## src/rtl/xlr8_irq_resp.sv

```systemverilog
// Core-side interrupt responder: fixed-priority arbitration over level requests,
// request/vector/taken handshake with the core sequencer, one-hot ack and XSTAT readback.
module xlr8_irq_resp #(
    parameter int WIDTH         = 8,
    parameter int VEC_W         = 5,
    parameter int VEC_BASE      = 0,
    parameter int XSTAT_Address = 0
) (
    input  logic             clk,
    input  logic             rst,
    input  logic [5:0]       adr,
    input  logic             iore,
    output logic [7:0]       dbus_out,
    output logic             out_en,
    input  logic [WIDTH-1:0] x_irq,
    input  logic             cpu_ie,
    output logic             irq_req,
    output logic [VEC_W-1:0] irq_vec,
    input  logic             irq_taken,
    input  logic             reti,
    output logic [WIDTH-1:0] x_irq_ack,
    output logic [1:0]       dbg_state
);

    localparam int         SEL_W     = (WIDTH > 1) ? $clog2(WIDTH) : 1;
    localparam logic [5:0] XSTAT_ADR = 6'(XSTAT_Address);

    typedef enum logic [1:0] {
        IDLE  = 2'd0,
        REQ   = 2'd1,
        ACK   = 2'd2,
        INSVC = 2'd3
    } state_t;

    state_t           state;
    logic [SEL_W-1:0] sel;
    logic [SEL_W-1:0] low_idx;
    logic             sel_live;
    logic [7:0]       xstat;

    // Walk from the top down so the lowest set index is the one left standing.
    always_comb begin
        low_idx = '0;
        for (int i = WIDTH - 1; i >= 0; i--) begin
            if (x_irq[i]) low_idx = SEL_W'(i);
        end
    end

    assign sel_live = |(x_irq & (WIDTH'(1) << sel));

    // Handshake: irq_req/irq_vec act as valid+payload and are held stable
    // until the core answers with a one-cycle irq_taken (the ready), or
    // until the request is withdrawn (cpu_ie low or the selected line drops);
    // taken wins over withdrawal when both happen in the same cycle.
    always_ff @(posedge clk) begin
        if (rst) begin
            state     <= IDLE;
            sel       <= '0;
            irq_req   <= 1'b0;
            irq_vec   <= '0;
            x_irq_ack <= '0;
        end else begin
            case (state)
                IDLE: begin
                    x_irq_ack <= '0;
                    if (cpu_ie && |x_irq) begin
                        sel     <= low_idx;
                        irq_req <= 1'b1;
                        irq_vec <= VEC_W'(VEC_BASE + int'(low_idx));
                        state   <= REQ;
                    end
                end
                REQ: begin
                    if (irq_taken) begin
                        irq_req   <= 1'b0;
                        irq_vec   <= '0;
                        x_irq_ack <= WIDTH'(1) << sel;
                        state     <= ACK;
                    end else if (!cpu_ie || !sel_live) begin
                        irq_req <= 1'b0;
                        irq_vec <= '0;
                        sel     <= '0;
                        state   <= IDLE;
                    end
                end
                ACK: begin
                    x_irq_ack <= '0;
                    state     <= INSVC;
                end
                INSVC: begin
                    // sel is cleared on the way out so XSTAT reads zero when idle.
                    if (reti) begin
                        sel   <= '0;
                        state <= IDLE;
                    end
                end
                default: state <= IDLE;
            endcase
        end
    end

    assign xstat     = {(state == ACK) || (state == INSVC), (state == REQ), 3'b000, 3'(sel)};
    assign out_en    = iore && (adr == XSTAT_ADR);
    assign dbus_out  = out_en ? xstat : 8'h00;
    assign dbg_state = state;

endmodule

```

## config.mk

```make
export PLATFORM = sky130hd
export DESIGN_NAME = xlr8_irq_resp
export DESIGN_NICKNAME = d
export VERILOG_FILES = /design/src/rtl/xlr8_irq_resp.sv
export SDC_FILE = /design/constraint.sdc
export NUM_CORES = 1
export LEC_CHECK = 0
export CAP_MARGIN = 0
export CORE_ASPECT_RATIO = 1.75
export CORE_MARGIN = 2
export CORE_UTILIZATION = 44
export CTS_CLUSTER_SIZE = 10
export DETAILED_ROUTE_END_ITERATION = 16
export PLACE_DENSITY = 0.94
export SETUP_SLACK_MARGIN = 0.5
export SLEW_MARGIN = 20
export SYNTH_ARGS = -nofsm -noshare
export SYNTH_HDL_FRONTEND = slang
export SYNTH_SLANG_ARGS = --single-unit
```

## constraint.sdc

```tcl
create_clock -name clk -period 2.9 [get_ports clk]
set_input_delay 0.58 -clock clk [delete_from_list [all_inputs] [get_ports clk]]
set_output_delay 0.58 -clock clk [all_outputs]
set_load 0.02 [all_outputs]
```

==> results.md, run 1 <==
Run status:
- The run finished with clean final reports.

Detailed routing:
- After detailed routing, the met3 layer carries roughly 140 µm of wire.
- For this run, design rule violations remaining after detail routing come to 0.
- For this run, the detailed router's first-pass iteration total came to 4.
- For this block, the initial DRC count from the detailed router was between 40 and 50.
- Routed signal wires occupy layers up through met4.
- For this block, wires on met1 add up to roughly 920 µm.
- In the final routed layout, each cell accounts on average for between 10 and 15 µm.
- The total vias in the final route is just under 1,000.
- The count of nets left with antenna violations once routing finished came out at 0.
- Wires add up to roughly 2500 µm.
- The detailed route wirelength on metal2 is 1400 µm.
- Dividing the detail-routed via count by the number of cells gives about 5.6.

STA:
- Setup violations remaining at the end of the flow were counted as 0.
- The post-layout minimum cycle time is around 2.3 ns.
- Setup repair after global routing left no endpoint under its margin.
- Measured against its own limit, the worst slew margin works out to roughly 56%.
- In the final timing run, aggregate negative setup slack is 0 ns.
- The fraction of the cycle the final worst path needs is 80.3%.
- The max-slew violation count is 0.
- The number of hold violations in the final report was 0.
- The achievable clock frequency is roughly 430 MHz.
- The worst clock skew is 0.00342 ns.
- At the pin with the least slew margin, the transition time is ~0.65 ns.

Die:
- The die area is approximately 0.0027 mm².
- The die is about 40 µm wide.
- The core region is between 0.002 and 0.0025 mm².
- Row generation in the floorplan step produced 23 rows.
- The height of the die is approximately 67 µm.
- During I/O placement, the number of pins put on the boundary was 45.
- The initial utilization of the core area, before any placement, comes to between 40% and 50%.

Clocking:
- After clock tree synthesis, the clock-pin slew on the worst setup and hold paths is approximately 0.070 ns.
- The worst-skew pair later-pin latency is between 0.2 and 0.3 ns.
- The buffer type at the clock tree root is sky130_fd_sc_hd__clkbuf_8.
- CTS built an H-tree with a depth of 1.
- The hold buffer count at cts is 0.
- In this run, CTS created clock tree buffers numbering 3.
- In this run the deepest clock path goes through 2 buffers.
- The number of sinks on the clock net is 17.
- The TritonCTS clock tree is built.
- The post-CTS repair timing setup buffer count is 0.

Critical path:
- The critical path is of the primary input to output port type.
- Data arrives at the worst endpoint at 1.75 ns.
- The maximum fanout along the worst path is 6.
- STA classifies the critical path endpoint as an output port.
- The critical path launch point type is a primary input.
- STA puts the critical path data required time at roughly 2.3 ns.

Worst hold path:
- The worst hold-check path type is flop to flop.

Synthesis:
- Summing the areas of all and, or, nand and nor instances in the mapped netlist gives a little under a third of the synthesized area.
- The fraction of the mapped netlist area in compound gates is about 22%.
- The number of storage elements in the synthesis netlist is 17.
- The portion of synthesized cell area occupied by the leading cell type is roughly a third.
- In this run the cell area of the synthesized design comes to around 0.0010 mm².
- The warning count from the yosys run is 0.
- Counting distinct cell types in the post-synthesis netlist gives 42.
- By area the synthesized netlist is led by sky130_fd_sc_hd__dfxtp_1, sky130_fd_sc_hd__mux2i_1, sky130_fd_sc_hd__buf_4.
- The largest family of logic cells by synthesized area is simple AND/OR/NAND/NOR gates.
- The synthesized area per cell is 8.89 µm².
- The number of instances in the synthesized netlist is approximately 110.
- The multiplexer share of the synthesized area is 4.94%.
- The biggest area contributor in the post-synthesis netlist is sky130_fd_sc_hd__dfxtp_1.
- The register area share after synthesis is 33.6%.
- The XOR/XNOR share of the synthesized area is 0%.
- Of the total synthesized cell area, the portion taken by full adders, half adders and majority gates is 0%.

Layout:
- The number of fill cells is 197.
- In the final design database the tool counted 172 nets.
- The area added between synthesis and finish is 39.4%.
- In the final layout, the share of cells above drive strength 1 is ~17%.
- 0 antenna diodes ended up in the layout.

Placement:
- The weighted congestion reported at the end of routability-driven placement is 0.794.
- In this run the tool buffered the top-level ports with 39 buffer cells.
- The final HPWL from detailed placement is around 2000 µm.

Flow run:
- The tool flagged a number of max-cap violations equal to 0.

Power:
- The worst IR drop on VDD is 290 µV.
- The overall power consumption is around 560 µW.
- The reported leakage power is ~0.00052 µW.
- The power density over the cells is roughly 400 mW/mm².

GRT:
- The via count of the first global-routing pass was roughly 900.
- The first global-routing pass estimated about 3900 µm of wire.
- Entering global routing, the biggest net connects 17 pins.
- The total overflow left after global routing is 0.
- Global routing used 20.4% of the available tracks across all layers.
- The initial antenna violation count is 0.
[placed cells by master, fill, tap and decap left out, types with 2 or more instances in the layout]
cell type,count
sky130_fd_sc_hd__a22o_1,2
sky130_fd_sc_hd__a31oi_1,2
sky130_fd_sc_hd__and2_1,5
sky130_fd_sc_hd__buf_2,4
sky130_fd_sc_hd__buf_6,5
sky130_fd_sc_hd__clkbuf_8,3
sky130_fd_sc_hd__clkdlybuf4s50_1,29
sky130_fd_sc_hd__conb_1,5
sky130_fd_sc_hd__dfxtp_1,17
sky130_fd_sc_hd__inv_1,3
sky130_fd_sc_hd__mux2i_1,5
sky130_fd_sc_hd__nand2_1,10
sky130_fd_sc_hd__nand2b_1,5
sky130_fd_sc_hd__nand3_1,3
sky130_fd_sc_hd__nand3b_1,2
sky130_fd_sc_hd__nor2_1,10
sky130_fd_sc_hd__nor2b_1,5
sky130_fd_sc_hd__nor3_1,3
sky130_fd_sc_hd__nor4_1,2
sky130_fd_sc_hd__o21ai_0,3
sky130_fd_sc_hd__o21ai_1,2
sky130_fd_sc_hd__o2bb2ai_1,3
sky130_fd_sc_hd__o31ai_2,2
[worst max-delay path, cell delays in order]
cell                     delay (ns)
sky130_fd_sc_hd__buf_6         0.09
sky130_fd_sc_hd__or4b_4        0.53
sky130_fd_sc_hd__nor4_4        0.23
sky130_fd_sc_hd__and2_1        0.19
sky130_fd_sc_hd__buf_6         0.12
[what timing repair did]
item,4_1_cts,5_1_grt
pin swaps,4,1
setup endpoints to repair,6,5
gates resized for setup,47,0
[kinds of logic (layout without fill, tap and decap cells)]
| kind of cell | count (synthesis) | after routing |
|---|---|---|
| simple gates | 54 | 54 |
| compound gates | 24 | 24 |
| flops | 17 | 17 |
| buf+inv | 13 | 46 |
| mux | 5 | 5 |
| other cells | 1 | 5 |
[flip-flops by register name, indices dropped and copies added (netlist names), named ones only]
register and cells:
x_irq_ack 8, irq_req 1, dbg_state 1, sel 3, irq_vec 3
[layer usage]
metal / vias up / track usage (%)
li1: 468 / -
met2: 49 / 37.1
met3: 6 / 3.62
met4: 0 / 10.8
met5: - / 0
met1: 465 / 20.2
[where the power goes]
| part | switching, µW | internal [µW] | total [µW] | leakage [µW] |
|---|---|---|---|---|
| clock | 82.0 | 95.4 | 177 | 0.0000255 |
| sequential | 15.7 | 243 | 258 | 0.000138 |
| combinational | 64.8 | 62.3 | 127 | 0.000357 |
[cell type report]
cell class	count	area (µm²)	share of cell area, %
timing repair buffer	39	374	26.5
sequential	17	340	24.1
clock buffer	3	41.3	2.92
tap	25	31.3	2.21
multi-input combinational	88	609	43.1
clock inverter	1	5.00	0.354
inverter	3	11.3	0.797
[stage by stage]
step / cell area [µm²] / hold WS, ns / setup WS (ns) / util, % / cells
2_1_floorplan: 1040 / 0.522 / 0.512 / - / 118
6_report: 1410 / 0.443 / 0.571 / 62.9 / 176
4_1_cts: 1410 / 0.447 / 0.487 / 62.9 / 176
3_5_place_dp: 1380 / 0.438 / -0.258 / 61.4 / 172
3_3_place_gp: 1380 / 0.430 / -0.196 / 61.4 / 172
5_1_grt: 1410 / 0.469 / 0.506 / 62.9 / 176
[path summary, 6_finish.rpt]
path / startpoint / end / slack (ns) / cells past startpoint
hold / removal: x_irq_ack[2]$_SDFFE_PP0P_ / x_irq_ack[2]$_SDFFE_PP0P_ / 0.44 / 2
setup reg to reg: sel[0]$_SDFFE_PP0P_ / irq_req$_SDFFE_PP0P_ / 1.02 / 5
hold reg to reg: x_irq_ack[2]$_SDFFE_PP0P_ / x_irq_ack[2]$_SDFFE_PP0P_ / 0.44 / 2
setup / recovery: adr[4] / dbus_out[0] / 0.57 / 5
[cells in the mapped netlist (all sizes together)]
master   count
a21o         1
a21oi        2
a221oi       1
a22o         2
a22oi        1
a311oi       1
a31oi        2
and2         5
and2b        1
buf          9
clkbuf       1
conb         1
dfxtp       17
inv          3
mux2i        5
nand2       10
nand2b       5
nand3        3
nand3b       3
nand4        1
nor2        10
nor2b        5
nor3         4
nor3b        1
nor4         3
o211ai       1
o21ai        5
o21bai       1
o2bb2ai      3
o31ai        3
o32ai        1
or3          1
or3b         1
or4b         1
Note: power is estimated with default switching activity, not from simulation.
==> inputs of run 2 (changes only) <==
Settings changed: CORE_UTILIZATION 44 to 41, PLACE_DENSITY 0.94 to 0.89.
Clock period 2.9 ns to 2.2 ns, I/O delays scaled along.
==> results.md, run 2 (synthesized netlist as in run 1, its figures left out) <==
STA:
- Unrepaired setup endpoints after global routing: yes (was no).
- The number of hold violations in the final report is 0 (unchanged).
- The final-report setup violation count is 0 (unchanged).
- For this run, the top clock speed supported by timing is roughly 470 MHz.
- For the finished layout, the period the worst path requires is 2.13 ns.
- The worst clock skew came to 0.00372 ns (was 0.00342 ns).
- The fraction of the cycle the final worst path needs is between 90% and 100%.
- The worst hold slack was 0.455 ns (was 0.443 ns).
- The max-slew violation count came to 0 (unchanged).

Critical path:
- The nature of the critical path endpoint is an output port (unchanged).
- The critical path required time is 1.76 ns (was 2.32 ns).
- The startpoint-to-endpoint class of the critical path is primary input to output port (unchanged).
- The critical path launch point type is a primary input (unchanged).
- The data arrival at the endpoint of the critical path is 1.69 ns (was 1.75 ns).
- The maximum fanout along the worst path is 5 (was 6).

Detailed routing:
- The first-pass detailed-route iteration total is 4 (unchanged).
- The total routed wire length on the met1 layer came to 1050 µm (was 920 µm).
- The DRC violation total after the first TritonRoute iteration is 30 (was 47).
- The average via count per standard cell came to 5.60 (was 5.61).
- The total wire length after detailed routing is 2860 µm (was 2520 µm).
- The total vias in the final route is 1,048 (was 988).
- The wire length on met3 is 158 µm (was 137 µm).
- The number of nets with antenna violations after detailed routing came to 0 (unchanged).
- The detailed route wirelength on metal2 is 1560 µm (was 1400 µm).
- The uppermost layer routed was met4 (unchanged).
- The detailed-route wire length per cell came to 15.3 µm (was 14.3 µm).
- The total DRC errors in the routed layout is 0 (unchanged).

Layout:
- The most common library cell in the layout ignoring fill and taps is sky130_fd_sc_hd__clkdlybuf4s50_1 (unchanged).
- The number of fill cells was 179 (was 197).
- Registers with the most flip-flops: x_irq_ack: 8 flops, irq_vec: 3 flops, sel: 3 flops (unchanged).
- The final design utilization came to 66.3% (was 62.9%).
- The net count reported at finish is 183 (was 172).
- The total inserted antenna cells is 0 (unchanged).
- The register with the most flip-flops is x_irq_ack (unchanged).
- The proportion of layout cells with a drive suffix above 1 was 29.0% (was 16.6%).
- The area of combinational cells with multiple inputs is 653 µm² (was 609 µm²).
- The number of flip-flops under the largest register name came to 8 (unchanged).
- Commonest non-fill, non-tap cells in the layout: sky130_fd_sc_hd__clkdlybuf4s50_1, sky130_fd_sc_hd__dfxtp_1, sky130_fd_sc_hd__buf_4 (was sky130_fd_sc_hd__clkdlybuf4s50_1, sky130_fd_sc_hd__dfxtp_1, sky130_fd_sc_hd__nand2_1, sky130_fd_sc_hd__nor2_1).
- The area added between synthesis and finish is 52.6% (was 39.4%).
- The sequential standard cell area is 349 µm² (was 340 µm²).
- The design area is 0.00155 mm² (was 0.00141 mm²).

Clocking:
- The CTS clock-pin slew for the worst setup and hold paths is 0.07 ns (about the same).
- The TritonCTS clock tree is built (unchanged).
- The maximum number of buffers from clock root to sink is 2 (unchanged).
- The worst-skew pair later-pin latency is 0.25 ns (about the same).
- The buffer type at the clock tree root is sky130_fd_sc_hd__clkbuf_8 (unchanged).
- The number of buffers inserted during clock tree synthesis was 3 (unchanged).
- The number of sinks on the clock net is 17 (unchanged).
- The count of H-tree levels built during CTS is 1 (unchanged).

Power:
- The power density over the cells is 495 mW/mm² (was 398 mW/mm²).
- The sequential share of power was 43.2% (was 45.9%).
- The switching part of the total is 29.7% (was 28.9%).
- The part of the total power dissipated in the clock network was 30.7% (was 31.5%).
- The switching power is 227 µW (was 162 µW).
- The internal power is 538 µW (was 400 µW).
- The overall power consumption is 765 µW (was 563 µW).
- The reported leakage power is 0.000640 µW (was 0.000521 µW).
- The fraction of power consumed by combinational cells came to 26.1% (was 22.6%).
- The worst IR drop on VDD is 290 µV (about the same).

Worst hold path:
- The worst hold-check path type is flop to flop (unchanged).

GRT:
- The total congestion overflow came to 0 (unchanged).
- The first-pass GRT wire length came to 4710 µm (was 3860 µm).
- The initial antenna violation count is 0 (unchanged).
- The via count of the first global-routing pass is 1,008 (was 917).
- The largest net degree at the start of global routing is 14 (was 17).
- The all-layer global routing usage is 20.4% (about the same).

Placement:
- The final HPWL from detailed placement is 2040 µm (was 1970 µm).
- The count of input and output buffers is 39 (unchanged).
- The cell area reported after detailed placement is 0.00143 mm² (was 0.00138 mm²).
- The weighted congestion reported at the end of routability-driven placement came to 0.845 (was 0.794).

Die:
- The initial core utilization is 43.5% (was 45.2%).
- The height of the die is 69.8 µm (was 67.5 µm).
- The chip width is 41.6 µm (was 40.3 µm).
- The core region area is 0.00233 mm² (was 0.00224 mm²).
- The die area is 0.00290 mm² (was 0.00272 mm²).
- The number of I/O pins is 45 (unchanged).
- The number of placement rows was 23 (unchanged).

Flow run:
- The number of max-capacitance violations reported came to 0 (unchanged).

Run status:
- Run status: finished clean (unchanged).
run 2: per-layer routing:
layer,GRT usage [%],vias to the layer above
li1,-,492
met1,22.2,492
met2,36.5,54
met3,3.65,10
met4,10.4,0
met5,0,-
run 2: timing repair:
item | 4_1_cts | 5_1_grt
gates cloned | 0 | 0
buffers inserted | 5 | 1
endpoints found under the setup margin | 16 | 14
pin swaps | 9 | 5
resized for setup | 61 | 10
hold buffers | 0 | 0
run 2: final timing paths:
check / end / depth (start not counted) / from / slack, ns
setup / recovery: dbus_out[2] / 6 / adr[2] / 0.07
hold / removal: x_irq_ack[2]$_SDFFE_PP0P_ / 2 / x_irq_ack[2]$_SDFFE_PP0P_ / 0.45
setup reg to reg: irq_req$_SDFFE_PP0P_ / 6 / sel[2]$_SDFFE_PP0P_ / 0.58
hold reg to reg: x_irq_ack[2]$_SDFFE_PP0P_ / 2 / x_irq_ack[2]$_SDFFE_PP0P_ / 0.45
run 2: worst max-delay path, cell delays in order:
cell,delay [ns]
sky130_fd_sc_hd__buf_6,0.09
sky130_fd_sc_hd__or4b_4,0.53
sky130_fd_sc_hd__nor4_4,0.22
sky130_fd_sc_hd__buf_4,0.17
sky130_fd_sc_hd__and2_4,0.13
sky130_fd_sc_hd__buf_6,0.11
run 2: layout make-up:
cell class | instances | share of cell area [%]
inverter | 3 | 0.728
timing repair buffer | 50 | 29.4
clock inverter | 1 | 0.324
clock buffer | 3 | 2.67
sequential | 17 | 22.6
multi-input combinational | 88 | 42.2
tap | 25 | 2.02
run 2: per-stage QoR:
stage,setup slack (ns),instances,setup TNS [ns]
global route,-0.000760,187,-0.000760
floorplan,0.119,118,0
finish,0.0703,187,0
CTS,-0.0117,186,-0.0135
detailed placement,-0.678,177,-3.87
global placement,-0.624,177,-3.61
run 2: power groups by stage:
| stage | clock network [µW] | logic [µW] | registers (µW) |
|---|---|---|---|
| after global routing | 248 | 213 | 333 |
| final | 235 | 200 | 331 |
| after CTS | 238 | 195 | 330 |
| after floorplan | 0 | 107 | 345 |
| after global placement | 0 | 182 | 340 |
| after detailed placement | 0 | 187 | 340 |
